==> config.mk <==
export PLATFORM = sky130hd
export DESIGN_NAME = uart_bus_if_flat
export DESIGN_NICKNAME = d
export VERILOG_FILES = /design/src/rtl/uart_bus_if_pkg.sv /design/src/rtl/uart_bus_if_if.sv /design/src/rtl/uart_bus_if_fifo.sv /design/src/rtl/uart_bus_if.sv /design/src/flat_wrapper.sv
export SDC_FILE = /design/constraint.sdc
export NUM_CORES = 1
export LEC_CHECK = 0
export ABC_CLOCK_PERIOD_IN_PS = 6190
export CORE_UTILIZATION = 63
export CTS_CLUSTER_DIAMETER = 60
export DETAILED_ROUTE_END_ITERATION = 8
export GPL_TIMING_DRIVEN = 1
export PLACE_DENSITY = 0.95
export SYNTH_ARGS = -nofsm -noshare
export SYNTH_HDL_FRONTEND = slang
export SYNTH_SLANG_ARGS = --single-unit
==> constraint.sdc <==
create_clock -name clk -period 6.19 [get_ports clk]
set_input_delay 0.619 -clock clk [delete_from_list [all_inputs] [get_ports clk]]
set_output_delay 0.619 -clock clk [all_outputs]
set_load 0.005 [all_outputs]
==> src/rtl/uart_bus_if_pkg.sv <==
// uart_bus_if_pkg: register map, STATUS bit positions and TX engine states
// shared by the UART host interface, its FIFOs and its testbench.
package uart_bus_if_pkg;

    // Register addresses on the processor I/O bus
    localparam logic [1:0] ADDR_DATA    = 2'd0;
    localparam logic [1:0] ADDR_STATUS  = 2'd1;
    localparam logic [1:0] ADDR_BAUD_LO = 2'd2;
    localparam logic [1:0] ADDR_BAUD_HI = 2'd3;

    // STATUS register bit positions
    localparam int ST_RX_NOT_EMPTY = 0;
    localparam int ST_TX_NOT_FULL  = 1;
    localparam int ST_TX_IDLE      = 2;
    localparam int ST_RX_OVERRUN   = 3;
    localparam int ST_TX_OVERFLOW  = 4;

    // LOOPBACK bit position inside BAUD_HI
    localparam int BAUD_HI_LOOPBACK = 7;

    // TX engine states
    typedef enum logic [1:0] {
        IDLE  = 2'd0,
        START = 2'd1,
        WAIT  = 2'd2
    } tx_state_t;

endpackage

==> src/rtl/uart_bus_if_if.sv <==
// uart_bus_if_if: groups the processor bus port and the UART parallel
// handshake of the host interface. The host interface uses the slave
// modport; the environment (bus master plus UART) uses the master modport.
//
// Handshakes: the processor bus is single-cycle, one access per iocs cycle,
// reads return in rdata the following cycle. TX: trmt is a one-cycle start
// request carrying tx_data, which stays stable until the transmitter raises
// tx_done (tx_done is dropped by the transmitter when it sees trmt). RX:
// rx_rdy is a level meaning rx_data is valid; the host consumes the byte and
// acknowledges with a one-cycle clr_rx_rdy pulse, after which rx_rdy drops.
interface uart_bus_if_if;
    logic        iocs;
    logic        iorw;
    logic [1:0]  ioaddr;
    logic [7:0]  wdata;
    logic [7:0]  rdata;
    logic        trmt;
    logic [7:0]  tx_data;
    logic        tx_done;
    logic        rx_rdy;
    logic        clr_rx_rdy;
    logic [7:0]  rx_data;
    logic [11:0] baud_goal;

    modport slave (
        input  iocs, iorw, ioaddr, wdata, tx_done, rx_rdy, rx_data,
        output rdata, trmt, tx_data, clr_rx_rdy, baud_goal
    );

    modport master (
        output iocs, iorw, ioaddr, wdata, tx_done, rx_rdy, rx_data,
        input  rdata, trmt, tx_data, clr_rx_rdy, baud_goal
    );
endinterface

==> src/rtl/uart_bus_if_fifo.sv <==
// uart_bus_if_fifo: 8-bit synchronous FIFO, power-of-2 depth. Push and pop
// may occur in the same cycle; a push into a full FIFO is accepted only when
// a pop happens in that cycle. Popping an empty FIFO is ignored.
module uart_bus_if_fifo #(
    parameter int DEPTH = 8
) (
    input  logic       clk,
    input  logic       rst,
    input  logic       push,
    input  logic       pop,
    input  logic [7:0] wdata,
    output logic [7:0] rdata,
    output logic       full,
    output logic       empty
);
    localparam int AW = $clog2(DEPTH);
    localparam logic [AW:0] FULL_CNT = (AW + 1)'(DEPTH);

    logic [7:0]    mem_q [DEPTH];
    logic [AW-1:0] wr_ptr_q, wr_ptr_d;
    logic [AW-1:0] rd_ptr_q, rd_ptr_d;
    logic [AW:0]   count_q, count_d;
    logic          push_ok, pop_ok;

    assign full   = (count_q == FULL_CNT);
    assign empty  = (count_q == '0);
    assign rdata  = mem_q[rd_ptr_q];
    assign pop_ok = pop & ~empty;
    assign push_ok = push & (~full | pop_ok);

    // Next pointers and occupancy; pointers wrap naturally at the power-of-2 depth
    always_comb begin
        wr_ptr_d = wr_ptr_q;
        rd_ptr_d = rd_ptr_q;
        count_d  = count_q;
        if (push_ok) wr_ptr_d = wr_ptr_q + AW'(1);
        if (pop_ok)  rd_ptr_d = rd_ptr_q + AW'(1);
        case ({push_ok, pop_ok})
            2'b10:   count_d = count_q + (AW + 1)'(1);
            2'b01:   count_d = count_q - (AW + 1)'(1);
            default: count_d = count_q;
        endcase
    end

    // Pointer and count registers
    always_ff @(posedge clk or posedge rst) begin
        if (rst) begin
            wr_ptr_q <= '0;
            rd_ptr_q <= '0;
            count_q  <= '0;
        end else begin
            wr_ptr_q <= wr_ptr_d;
            rd_ptr_q <= rd_ptr_d;
            count_q  <= count_d;
        end
    end

    // Storage; contents are don't-care until written, so no reset
    always_ff @(posedge clk) begin
        if (push_ok) mem_q[wr_ptr_q] <= wdata;
    end

endmodule

==> src/rtl/uart_bus_if.sv <==
// uart_bus_if: register-mapped host interface for the UART transceiver.
// TX bytes queue in a FIFO and are sequenced to the transmitter with
// trmt/tx_done; received bytes are captured on the rising edge of rx_rdy
// into an RX FIFO and acknowledged with clr_rx_rdy. Owns baud_goal.
// Optional feature macro: UART_BUS_IF_LOOPBACK_EN (BAUD_HI bit 7 routes
// transmitted bytes straight into the RX FIFO).
module uart_bus_if
    import uart_bus_if_pkg::*;
#(
    parameter int          TX_DEPTH = 8,
    parameter int          RX_DEPTH = 8,
    parameter logic [11:0] BAUD_RST = 12'd434
) (
    input  logic         clk,
    input  logic         rst,
    uart_bus_if_if.slave bus,
    output tx_state_t    dbg_tx_state
);
    tx_state_t   state_q, state_d;
    logic [7:0]  tx_data_q, tx_data_d;
    logic [7:0]  rdata_q, rdata_d;
    logic [11:0] baud_q, baud_d;
    logic        tx_ovf_q, tx_ovf_d;
    logic        rx_ovr_q, rx_ovr_d;
    logic        rx_rdy_q, rx_rdy_qq;
`ifdef UART_BUS_IF_LOOPBACK_EN
    logic        loopback_q, loopback_d;
`endif

    logic        bus_wr, bus_rd;
    logic        tx_push, tx_pop, tx_full, tx_empty;
    logic [7:0]  tx_head;
    logic        rx_push, rx_pop, rx_full, rx_empty, rx_edge;
    logic [7:0]  rx_head, rx_push_data;
    logic        trmt, lb_push;
    logic [7:0]  status;

    assign bus_wr  = bus.iocs & ~bus.iorw;
    assign bus_rd  = bus.iocs & bus.iorw;
    assign tx_push = bus_wr & (bus.ioaddr == ADDR_DATA);
    assign rx_pop  = bus_rd & (bus.ioaddr == ADDR_DATA) & ~rx_empty;
    assign rx_edge = rx_rdy_q & ~rx_rdy_qq;
    // A UART byte and a loopback byte never collide: loopback yields to rx_edge
    assign rx_push      = rx_edge | lb_push;
    assign rx_push_data = rx_edge ? bus.rx_data : tx_data_q;

    uart_bus_if_fifo #(.DEPTH(TX_DEPTH)) u_tx_fifo (
        .clk(clk), .rst(rst), .push(tx_push), .pop(tx_pop), .wdata(bus.wdata),
        .rdata(tx_head), .full(tx_full), .empty(tx_empty)
    );

    uart_bus_if_fifo #(.DEPTH(RX_DEPTH)) u_rx_fifo (
        .clk(clk), .rst(rst), .push(rx_push), .pop(rx_pop), .wdata(rx_push_data),
        .rdata(rx_head), .full(rx_full), .empty(rx_empty)
    );

    // TX engine: load head byte, pulse trmt once, then wait for tx_done
    always_comb begin
        state_d   = state_q;
        tx_data_d = tx_data_q;
        tx_pop    = 1'b0;
        trmt      = 1'b0;
        lb_push   = 1'b0;
        case (state_q)
            IDLE: begin
                if (!tx_empty) begin
                    tx_pop    = 1'b1;
                    tx_data_d = tx_head;
                    state_d   = START;
                end
            end
            START: begin
`ifdef UART_BUS_IF_LOOPBACK_EN
                if (loopback_q) begin
                    if (!rx_edge) begin
                        lb_push = 1'b1;
                        state_d = IDLE;
                    end
                end else begin
                    trmt    = 1'b1;
                    state_d = WAIT;
                end
`else
                trmt    = 1'b1;
                state_d = WAIT;
`endif
            end
            WAIT: begin
                if (bus.tx_done) state_d = IDLE;
            end
            default: state_d = IDLE;
        endcase
    end

    // Current STATUS view
    always_comb begin
        status                  = '0;
        status[ST_RX_NOT_EMPTY] = ~rx_empty;
        status[ST_TX_NOT_FULL]  = ~tx_full;
        status[ST_TX_IDLE]      = tx_empty & (state_q == IDLE);
        status[ST_RX_OVERRUN]   = rx_ovr_q;
        status[ST_TX_OVERFLOW]  = tx_ovf_q;
    end

    // Register file: read mux, writes, sticky error flags (a new error wins over a clearing read)
    always_comb begin
        rdata_d  = rdata_q;
        baud_d   = baud_q;
        tx_ovf_d = tx_ovf_q;
        rx_ovr_d = rx_ovr_q;
`ifdef UART_BUS_IF_LOOPBACK_EN
        loopback_d = loopback_q;
`endif
        if (bus_rd) begin
            case (bus.ioaddr)
                ADDR_DATA:    rdata_d = rx_empty ? 8'h00 : rx_head;
                ADDR_STATUS: begin
                    rdata_d  = status;
                    tx_ovf_d = 1'b0;
                    rx_ovr_d = 1'b0;
                end
                ADDR_BAUD_LO: rdata_d = baud_q[7:0];
`ifdef UART_BUS_IF_LOOPBACK_EN
                default:      rdata_d = {loopback_q, 3'b000, baud_q[11:8]};
`else
                default:      rdata_d = {4'b0000, baud_q[11:8]};
`endif
            endcase
        end
        if (bus_wr) begin
            if (bus.ioaddr == ADDR_BAUD_LO) baud_d[7:0] = bus.wdata;
            if (bus.ioaddr == ADDR_BAUD_HI) begin
                baud_d[11:8] = bus.wdata[3:0];
`ifdef UART_BUS_IF_LOOPBACK_EN
                loopback_d   = bus.wdata[BAUD_HI_LOOPBACK];
`endif
            end
        end
        if (tx_push && tx_full && !tx_pop) tx_ovf_d = 1'b1;
        if (rx_push && rx_full && !rx_pop) rx_ovr_d = 1'b1;
    end

    // State and register flops
    always_ff @(posedge clk or posedge rst) begin
        if (rst) begin
            state_q   <= IDLE;
            tx_data_q <= 8'h00;
            rdata_q   <= 8'h00;
            baud_q    <= BAUD_RST;
            tx_ovf_q  <= 1'b0;
            rx_ovr_q  <= 1'b0;
            rx_rdy_q  <= 1'b0;
            rx_rdy_qq <= 1'b0;
`ifdef UART_BUS_IF_LOOPBACK_EN
            loopback_q <= 1'b0;
`endif
        end else begin
            state_q   <= state_d;
            tx_data_q <= tx_data_d;
            rdata_q   <= rdata_d;
            baud_q    <= baud_d;
            tx_ovf_q  <= tx_ovf_d;
            rx_ovr_q  <= rx_ovr_d;
            rx_rdy_q  <= bus.rx_rdy;
            rx_rdy_qq <= rx_rdy_q;
`ifdef UART_BUS_IF_LOOPBACK_EN
            loopback_q <= loopback_d;
`endif
        end
    end

    assign bus.rdata      = rdata_q;
    assign bus.trmt       = trmt;
    assign bus.tx_data    = tx_data_q;
    assign bus.clr_rx_rdy = rx_edge;
    assign bus.baud_goal  = baud_q;
    assign dbg_tx_state   = state_q;

endmodule

==> src/flat_wrapper.sv <==
// flat-port wrapper written by rule: the top's interface ports become plain ports
module uart_bus_if_flat import uart_bus_if_pkg::*;
#(
    parameter int          TX_DEPTH = 8,
    parameter int          RX_DEPTH = 8,
    parameter logic [11:0] BAUD_RST = 12'd434
)
  (clk, rst, dbg_tx_state, bus_iocs, bus_iorw, bus_ioaddr, bus_wdata, bus_tx_done, bus_rx_rdy, bus_rx_data, bus_rdata, bus_trmt, bus_tx_data, bus_clr_rx_rdy, bus_baud_goal);
  uart_bus_if_if bus_i ();
  input  logic clk;
  input  logic rst;
  output tx_state_t dbg_tx_state;
  input wire logic [$bits(bus_i.iocs)-1:0] bus_iocs;
  input wire logic [$bits(bus_i.iorw)-1:0] bus_iorw;
  input wire logic [$bits(bus_i.ioaddr)-1:0] bus_ioaddr;
  input wire logic [$bits(bus_i.wdata)-1:0] bus_wdata;
  input wire logic [$bits(bus_i.tx_done)-1:0] bus_tx_done;
  input wire logic [$bits(bus_i.rx_rdy)-1:0] bus_rx_rdy;
  input wire logic [$bits(bus_i.rx_data)-1:0] bus_rx_data;
  output wire logic [$bits(bus_i.rdata)-1:0] bus_rdata;
  output wire logic [$bits(bus_i.trmt)-1:0] bus_trmt;
  output wire logic [$bits(bus_i.tx_data)-1:0] bus_tx_data;
  output wire logic [$bits(bus_i.clr_rx_rdy)-1:0] bus_clr_rx_rdy;
  output wire logic [$bits(bus_i.baud_goal)-1:0] bus_baud_goal;
  assign bus_i.iocs = bus_iocs;
  assign bus_i.iorw = bus_iorw;
  assign bus_i.ioaddr = bus_ioaddr;
  assign bus_i.wdata = bus_wdata;
  assign bus_i.tx_done = bus_tx_done;
  assign bus_i.rx_rdy = bus_rx_rdy;
  assign bus_i.rx_data = bus_rx_data;
  assign bus_rdata = bus_i.rdata;
  assign bus_trmt = bus_i.trmt;
  assign bus_tx_data = bus_i.tx_data;
  assign bus_clr_rx_rdy = bus_i.clr_rx_rdy;
  assign bus_baud_goal = bus_i.baud_goal;
  uart_bus_if #(.TX_DEPTH(TX_DEPTH), .RX_DEPTH(RX_DEPTH), .BAUD_RST(BAUD_RST)) u_core (.clk(clk), .rst(rst), .bus(bus_i), .dbg_tx_state(dbg_tx_state));
endmodule
== Word level (Yosys, flattened, before mapping) ==
Memories as Yosys holds them, arrays and structs flattened. A register that Yosys moved wholly into a read port is not among the register bits.
Cells that the tools add are included.

* Register bits after elaboration: 46
* Memory bits (writable): 128
* Input bits: 24
* Word-level logic and storage cells: 97
* Memories: 2

{| class="wikitable"
|+ Memories
! name !! words !! width !! rd ports !! clocked after Yosys merged registers in !! write ports !! RTL line !! RTL
|-
| u_core.u_rx_fifo.mem_q || 8 || 8 || 1 || 0 || 1 || uart_bus_if_fifo.sv:19 || <nowiki>logic [7:0] mem_q [DEPTH];</nowiki>
|-
| u_core.u_tx_fifo.mem_q || 8 || 8 || 1 || 1 || 1 || uart_bus_if_fifo.sv:19 ||
|}

* Add/subtract/negate cells: 8
* Equality and inequality tests: 13
* Multiplexer cells: 19
* Bitwise gates (word level): 19
* Reductions and logical operators: 22

{| class="wikitable"
|+ Operators with widths
! cell !! number
|-
| case mux 8 bit (3 select lines) || 1
|-
| 2-to-1 mux 8 bit || 2
|-
| case mux 4 bit (2 select lines) || 2
|-
| adder 3 x 1 -> 3 bit, second input constant || 4
|-
| AND reduction 2 bit || 6
|-
| nonzero test 2 bit || 6
|-
| AND 1 bit || 11
|-
| 2-to-1 mux 1 bit || 11
|-
| equality test 2 bit, second input constant || 5
|-
| adder 4 x 1 -> 4 bit, second input constant || 2
|-
| equality test 2 x 1 -> 1 bit, second input constant || 4
|-
| equality test 4 bit, second input constant || 2
|-
| logical NOT 4 bit || 2
|-
| subtractor 4 x 1 -> 4 bit, second input constant || 2
|-
| NOT 1 bit || 6
|-
| case mux 2 bit (3 select lines) || 1
|-
| logical AND 1 bit || 4
|-
| logical NOT 2 bit || 2
|-
| 2-to-1 mux 2 bit || 2
|-
| != test 2 bit, second input constant || 2
|-
| logical NOT 1 bit || 2
|-
| bitwise OR 1 bit || 2
|}

== Longest topological paths before layout ==
* Depth in word-level cells: 8
* Depth in mapped cells: 11

== By module ==
From an unflattened synthesis, not the netlist that was laid out.

* Cells, all modules: 471
* Area total of the unflattened synthesis: 7901.3 um^2

{| class="wikitable"
|+ Modules (own cells, without submodules)
! module !! instances !! cells each !! area an instance (um^2) !! seq. area each (um^2)
|-
| uart_bus_if_fifo || 2 || 165 || 3158.0 || 2172.1
|-
| uart_bus_if || 1 || 141 || 1585.3 || 857.1
|}

== Least setup slack after synthesis ==
OpenSTA, ideal clock, no wires.

* Kind: input -> register
* Start point: in bus_iorw
* End point: mem u_core.u_tx_fifo.mem_q[4][0], enable pin
* Data arrival time: 2426 ps
* Data required time: 5792 ps
* Path slack: 3366 ps
* Cell stages on the path: 5
* Buffers on the path: 1
* Cell sequence: clkbuf_1 nor4b_1 a21boi_2 inv_1 nor4b_1

* Cells in the longest elaborated chain, start to end: 6

{| class="wikitable"
|+ Ends and longest elaborated chain
! what !! RTL line !! RTL
|-
| start, declared || flat_wrapper.sv:14 || <nowiki>input wire logic [$bits(bus_i.iorw)-1:0] bus_iorw;</nowiki>
|-
| NOT 1 bit || uart_bus_if.sv:38 || <nowiki>assign bus_wr = bus.iocs & ~bus.iorw;</nowiki>
|-
| AND 1 bit || uart_bus_if.sv:38 ||
|-
| AND 1 bit || uart_bus_if.sv:40 || <nowiki>assign tx_push = bus_wr & (bus.ioaddr == ADDR_DATA);</nowiki>
|-
| AND 1 bit || uart_bus_if_fifo.sv:29 || <nowiki>assign push_ok = push & (~full | pop_ok);</nowiki>
|-
| 2-to-1 mux 1 bit || uart_bus_if_fifo.sv:60 || <nowiki>if (push_ok) mem_q[wr_ptr_q] <= wdata;</nowiki>
|-
| 2-to-1 mux 1 bit (not written as such) || uart_bus_if_fifo.sv:60 ||
|-
| end, declared || uart_bus_if_fifo.sv:19 ||
|}

No other way between the ends.

== Worst setup path in the final report ==
* Start point: in bus_ioaddr[0]
* End point: reg u_core.u_rx_fifo.count_q[3]

* Cells in the longest elaborated chain, start to end: 8

{| class="wikitable"
|+ Ends and longest elaborated chain
! what !! RTL line !! RTL
|-
| start, declared || flat_wrapper.sv:15 || <nowiki>input wire logic [$bits(bus_i.ioaddr)-1:0] bus_ioaddr;</nowiki>
|-
| logical NOT 2 bit * || uart_bus_if.sv:41 || <nowiki>assign rx_pop = bus_rd & (bus.ioaddr == ADDR_DATA) & ~rx_empty;</nowiki>
|-
| AND 1 bit * (2 in series) || uart_bus_if.sv:41 ||
|-
| AND 1 bit * || uart_bus_if_fifo.sv:28 || <nowiki>assign pop_ok = pop & ~empty;</nowiki>
|-
| bitwise OR 1 bit || uart_bus_if_fifo.sv:29 ||
|-
| AND 1 bit || uart_bus_if_fifo.sv:29 ||
|-
| equality test 2 x 1 -> 1 bit or equality test 2 bit (tied branches) || uart_bus_if_fifo.sv:38 || <nowiki>case ({push_ok, pop_ok})</nowiki>
|-
| case mux 4 bit (2 select lines) or nonzero test 2 bit (tied branches) || n/a ||
|-
| end signal, assigned || uart_bus_if_fifo.sv:54 || <nowiki>count_q <= count_d;</nowiki>
|-
| end, declared || uart_bus_if_fifo.sv:22 || <nowiki>logic [AW:0] count_q, count_d;</nowiki>
|}

Mark *: on every way between the ends. The rest lies on a longest branch, timed or not.
A chain may end at the register's enable or synchronous reset.

==> metrics.md <==
| Metric | Value |
|---|---|
| Die footprint | 12,470 µm² |
| Setup_tns | 0 ns |
| Hold Fails Final Rpt | 0 |
| Post-Syn Instances | 478 |
| Hold Crit Class | reg -> reg |
| Antenna diode count | 0 |
| Cell family with most CP delay | simple AND/OR/NAND/NOR gates |
| Final net count | 573 |
| Cell Pwr Density | 453.6 nW/µm² |
| Crit Path Category | in -> reg |
| Unrepaired setup endpoints after global routing | false |
| Measured slew at the worst slew-check pin | 1.239 ns |
| Most frequent cells in the layout | edfxtp_1 (128), nand2_1 (56), clkdlybuf4s50_1 (55) |
| Initial antenna violation count | 0 |
| Starting Density | 65.53% |
| CTS root buf | clkbuf_16 |
| CP Capture Type | register |
| Final Slew Violations | 0 |
| Fill count | 591 |
| Slew margin rel. | 16.79% |
| Clock Power Share | 29.3% |
| CP Cell Sequence | clkdlybuf4s50_1 > nand4bb_1 > nor2_1 > ha_1 > ha_1 > a21o_1 > a2111oi_0 > nand4b_1 > nand3_1 |
| Top Usage Layer GRT | met2 |
| Vias in the first global route | 4,641 |
| First-pass GRT wire length | 26,520 µm |
| Syn nets | 513 |
| Met3 Usage GRT | 6.532% |
| Post-CTS setup buffer count | 0 |
| Layout area overhead | 17.63% |
| Post-synth top area share | 50.72% |
| Yosys warns | 0 |
| Hpwl dp | 10,990 µm |
| CP Launch Type | input pin |
| Post-synth top flop | edfxtp_1 |
| Fraction of layout instances using a drive strength above 1 | 16.52% |
| GR Layer Usage met2 | 51.51% |
| CP max stage cell | clkdlybuf4s50_1 |
| Synth area leader | edfxtp_1 |
| Failing checks | design-rule violations |
| Number of synthesized flops with an enable pin | 128 |
| Sequential power share | 45.0% |
| Antenna viol nets, final | 0 |
| IO Pins | 56 |
| DR vias | 4,522 |
| Hold path depth | 0 |
| Complex-gate fraction of the synthesized area | 4.012% |
| WL/cell | 24.45 µm |
| Max Fclk | 0.2791 GHz |
| Routing usage on met1 | 35.67% |
| Iteration-0 DRC count of the detailed router | 431 |
| # setup viols final | 0 |
| Reg2Reg Launch Point | u_core.u_tx_fifo.count_q[1] |
| Clk sink count | 182 |
| H-tree depth | 4 |
| Num CTS Buffers | 17 |
| GRT overflow | 0 |
| VDD IR max | 486.2 µV |
| Largest net degree at the start of global routing | 55 |
| Critical Path Fanout Max | 14 |
| Multiplexer share of the synthesized area | 13.88% |
| #FFs+latches synth | 182 |
| Worst path depth | 9 |
| Pre-CTS WS | 2.263 ns |
| Register area share after synthesis | 68.63% |
| Vias per cell | 6.516 |
| Fin crit period | 3.583 ns |
| Die height | 111.7 µm |
| Clock transition at the registers of the reported paths | 0.07 ns |
| Synth Area in XOR/XNOR | 1.734% |
| CP Data Arrival Time | 3.89 ns |
| Hold_buf cts | 0 |
| Asr flop ratio synth | 29.67% |
| Crit share post-route | 57.88% |
| Final weighted congestion in routability-driven placement | 0.8707 |
| Crit-path most repeated cell | ha_1 |
| Clock buffer depth | 2 |
| CTS tree | yes |
| Drt drc | 1 |
| Num rows | 39 |
| Sw Ratio | 30.48% |
| Largest family of logic cells by synthesized area | multiplexers |
| Worst Slack Setup Final | 2.607 ns |
| Max_cap viols | 0 |
| Hold Path Sink | u_core.rx_rdy_qq |
| Die width | 111.7 µm |
| Post-Syn Area | 7579 µm² |
| Cts repair resizes | 0 |
| Critical Path RT | 6.50 ns |
| R2r endpoint | u_core.u_tx_fifo.count_q[2] |
| Final Skew | 0.007173 ns |
| Final wirelength | 16,970 µm |
| Port-buffer cells | 55 |
| Adder-cell share of the synthesized area | 1.915% |
| Outcome | finished with violations |
| R2R depth | 10 |
| Hold Path Origin | u_core.rx_rdy_q |
| Worst path max stage delay | 0.68 ns |
| Net Sw Power | 1.233 mW |
| Most common cell after layout, fill and taps aside | edfxtp_1 |
| Worst reg-to-reg setup slack | 3.10 ns |
| Skew-Pair Late Insertion Delay | 0.43 ns |
| Mapped Avg Cell Area | 15.85 µm² |
| Leakage | 3.251 nW |
| Core area | 11,560 µm² |
| Logic gate share of total power | 25.7% |
| Int Power | 2.811 mW |
| DR pass1 iterations | 7 |
| Simple-gate share of the synthesized area | 7.941% |
| GRT Total Usage | 29.38% |
| Top post-synthesis cells by area | edfxtp_1 (51%), dfrtp_1 (16%), mux4_2 (5.9%), mux2i_1 (3.4%), mux2_2 (3.1%) |
| CP Buf/Inv Count | 1 |
| Yosys cell types | 47 |
-- cells in the mapped netlist, types with 2 or more instances --
cell / instances
a22oi_1: 11
nand3b_1: 2
xor2_1: 7
or2_2: 2
nand2_1: 56
xnor2_1: 8
buf_4: 2
clkbuf_1: 10
and2_1: 2
edfxtp_1: 128
a221o_1: 2
a21oi_1: 7
nor3b_1: 6
buf_2: 6
nor2_1: 11
mux4_1: 4
dfstp_2: 5
nor2b_1: 5
a31oi_1: 2
nor4_1: 4
mux2_2: 21
mux2i_1: 26
dfrtp_1: 49
nand4b_1: 2
nor3_1: 10
a221oi_1: 2
nand3_1: 7
inv_1: 9
o21ai_0: 17
ha_1: 10
buf_1: 3
nor4b_1: 4
nand2b_1: 5
mux4_2: 20
-- registers in the layout (all words and copies together) (netlist names), 4 cells and up --
signal                    count
u_core.u_rx_fifo.count_q      4
u_core.bus.baud_goal         12
u_core.bus.tx_data            8
u_core.u_tx_fifo.count_q      4
u_core.u_rx_fifo.mem_q       64
u_core.bus.rdata              8
u_core.u_tx_fifo.mem_q       64
-- power by group through the flow --
stage                     Clock, mW  Combinational (mW)  Sequential [mW]
after floorplan                   0               0.788             1.67
after global placement            0               0.942             1.81
after detailed placement          0                1.01             1.83
after CTS                      1.19                1.04             1.82
after global routing           1.24                1.13             1.85
final                          1.18                1.04             1.82
-- area by class of cell --
cell class | count | area [µm²] | share of cell area [%]
timing repair buffer | 63 | 610.6 | 6.849
tap | 143 | 178.9 | 2.007
inverter | 10 | 37.54 | 0.4211
multi-input combinational | 264 | 2235 | 25.07
clock buffer | 17 | 425.4 | 4.772
clock inverter | 15 | 226.5 | 2.540
sequential | 182 | 5201 | 58.34
-- kinds of logic (layout without fill, tap and decap cells) --
kind of cell | Yosys count | after routing
and+or+nand+nor | 120 | 120
xor gates and xnor gates | 15 | 15
AOI/OAI and AO/OA | 47 | 47
adders and majority gates | 11 | 11
DFF | 182 | 182
muxes | 71 | 71
buffers and inverters | 32 | 105
-- worst register-to-register path, cell delays in order (launching register included) --
cell and delay [ns]:
dfrtp_1 0.48, nor4_1 0.41, nand2b_1 0.64, inv_1 0.24, ha_1 0.30, xor2_1 0.16, ha_1 0.18, a21oi_1 0.16
xor2_1 0.19, nor2_1 0.07, xor2_1 0.15
-- per-layer routing --
| metal | vias up | share of wire [%] |
|---|---|---|
| li1 | 1940 | - |
| met1 | 2299 | 36 |
| met2 | 222 | 54 |
| met3 | 61 | 5.7 |
| met4 | 0 | 3.5 |
| met5 | - | 0 |
-- how the worst max path moves through the flow --
| stage | start | to | slack, ns |
|---|---|---|---|
| global route | bus_ioaddr[0] | u_core.u_rx_fifo.count_q[3] | 2.44 |
| global placement | bus_ioaddr[0] | u_core.u_rx_fifo.count_q[3] | 2.51 |
| finish | bus_ioaddr[0] | u_core.u_rx_fifo.count_q[3] | 2.61 |
| detailed placement | bus_ioaddr[0] | u_core.u_rx_fifo.count_q[3] | 2.26 |
| floorplan | bus_iorw | u_core.u_tx_fifo.mem_q[4][0] | 3.37 |
| CTS | bus_ioaddr[0] | u_core.u_rx_fifo.count_q[3] | 2.69 |
-- per-stage QoR --
stage	hold WS (ns)	area [µm²]	total power, mW	utilization [%]	instances
after floorplan	0.3546	7579	2.463	-	478
after global placement	0.3634	8263	2.752	71.45	662
after detailed placement	0.3639	8263	2.842	71.45	662
after CTS	0.3890	8915	4.040	77.09	694
after global routing	0.4049	8915	4.213	77.09	694
final	0.4021	8915	4.044	77.09	694
Power figures use the tool's default switching activity.
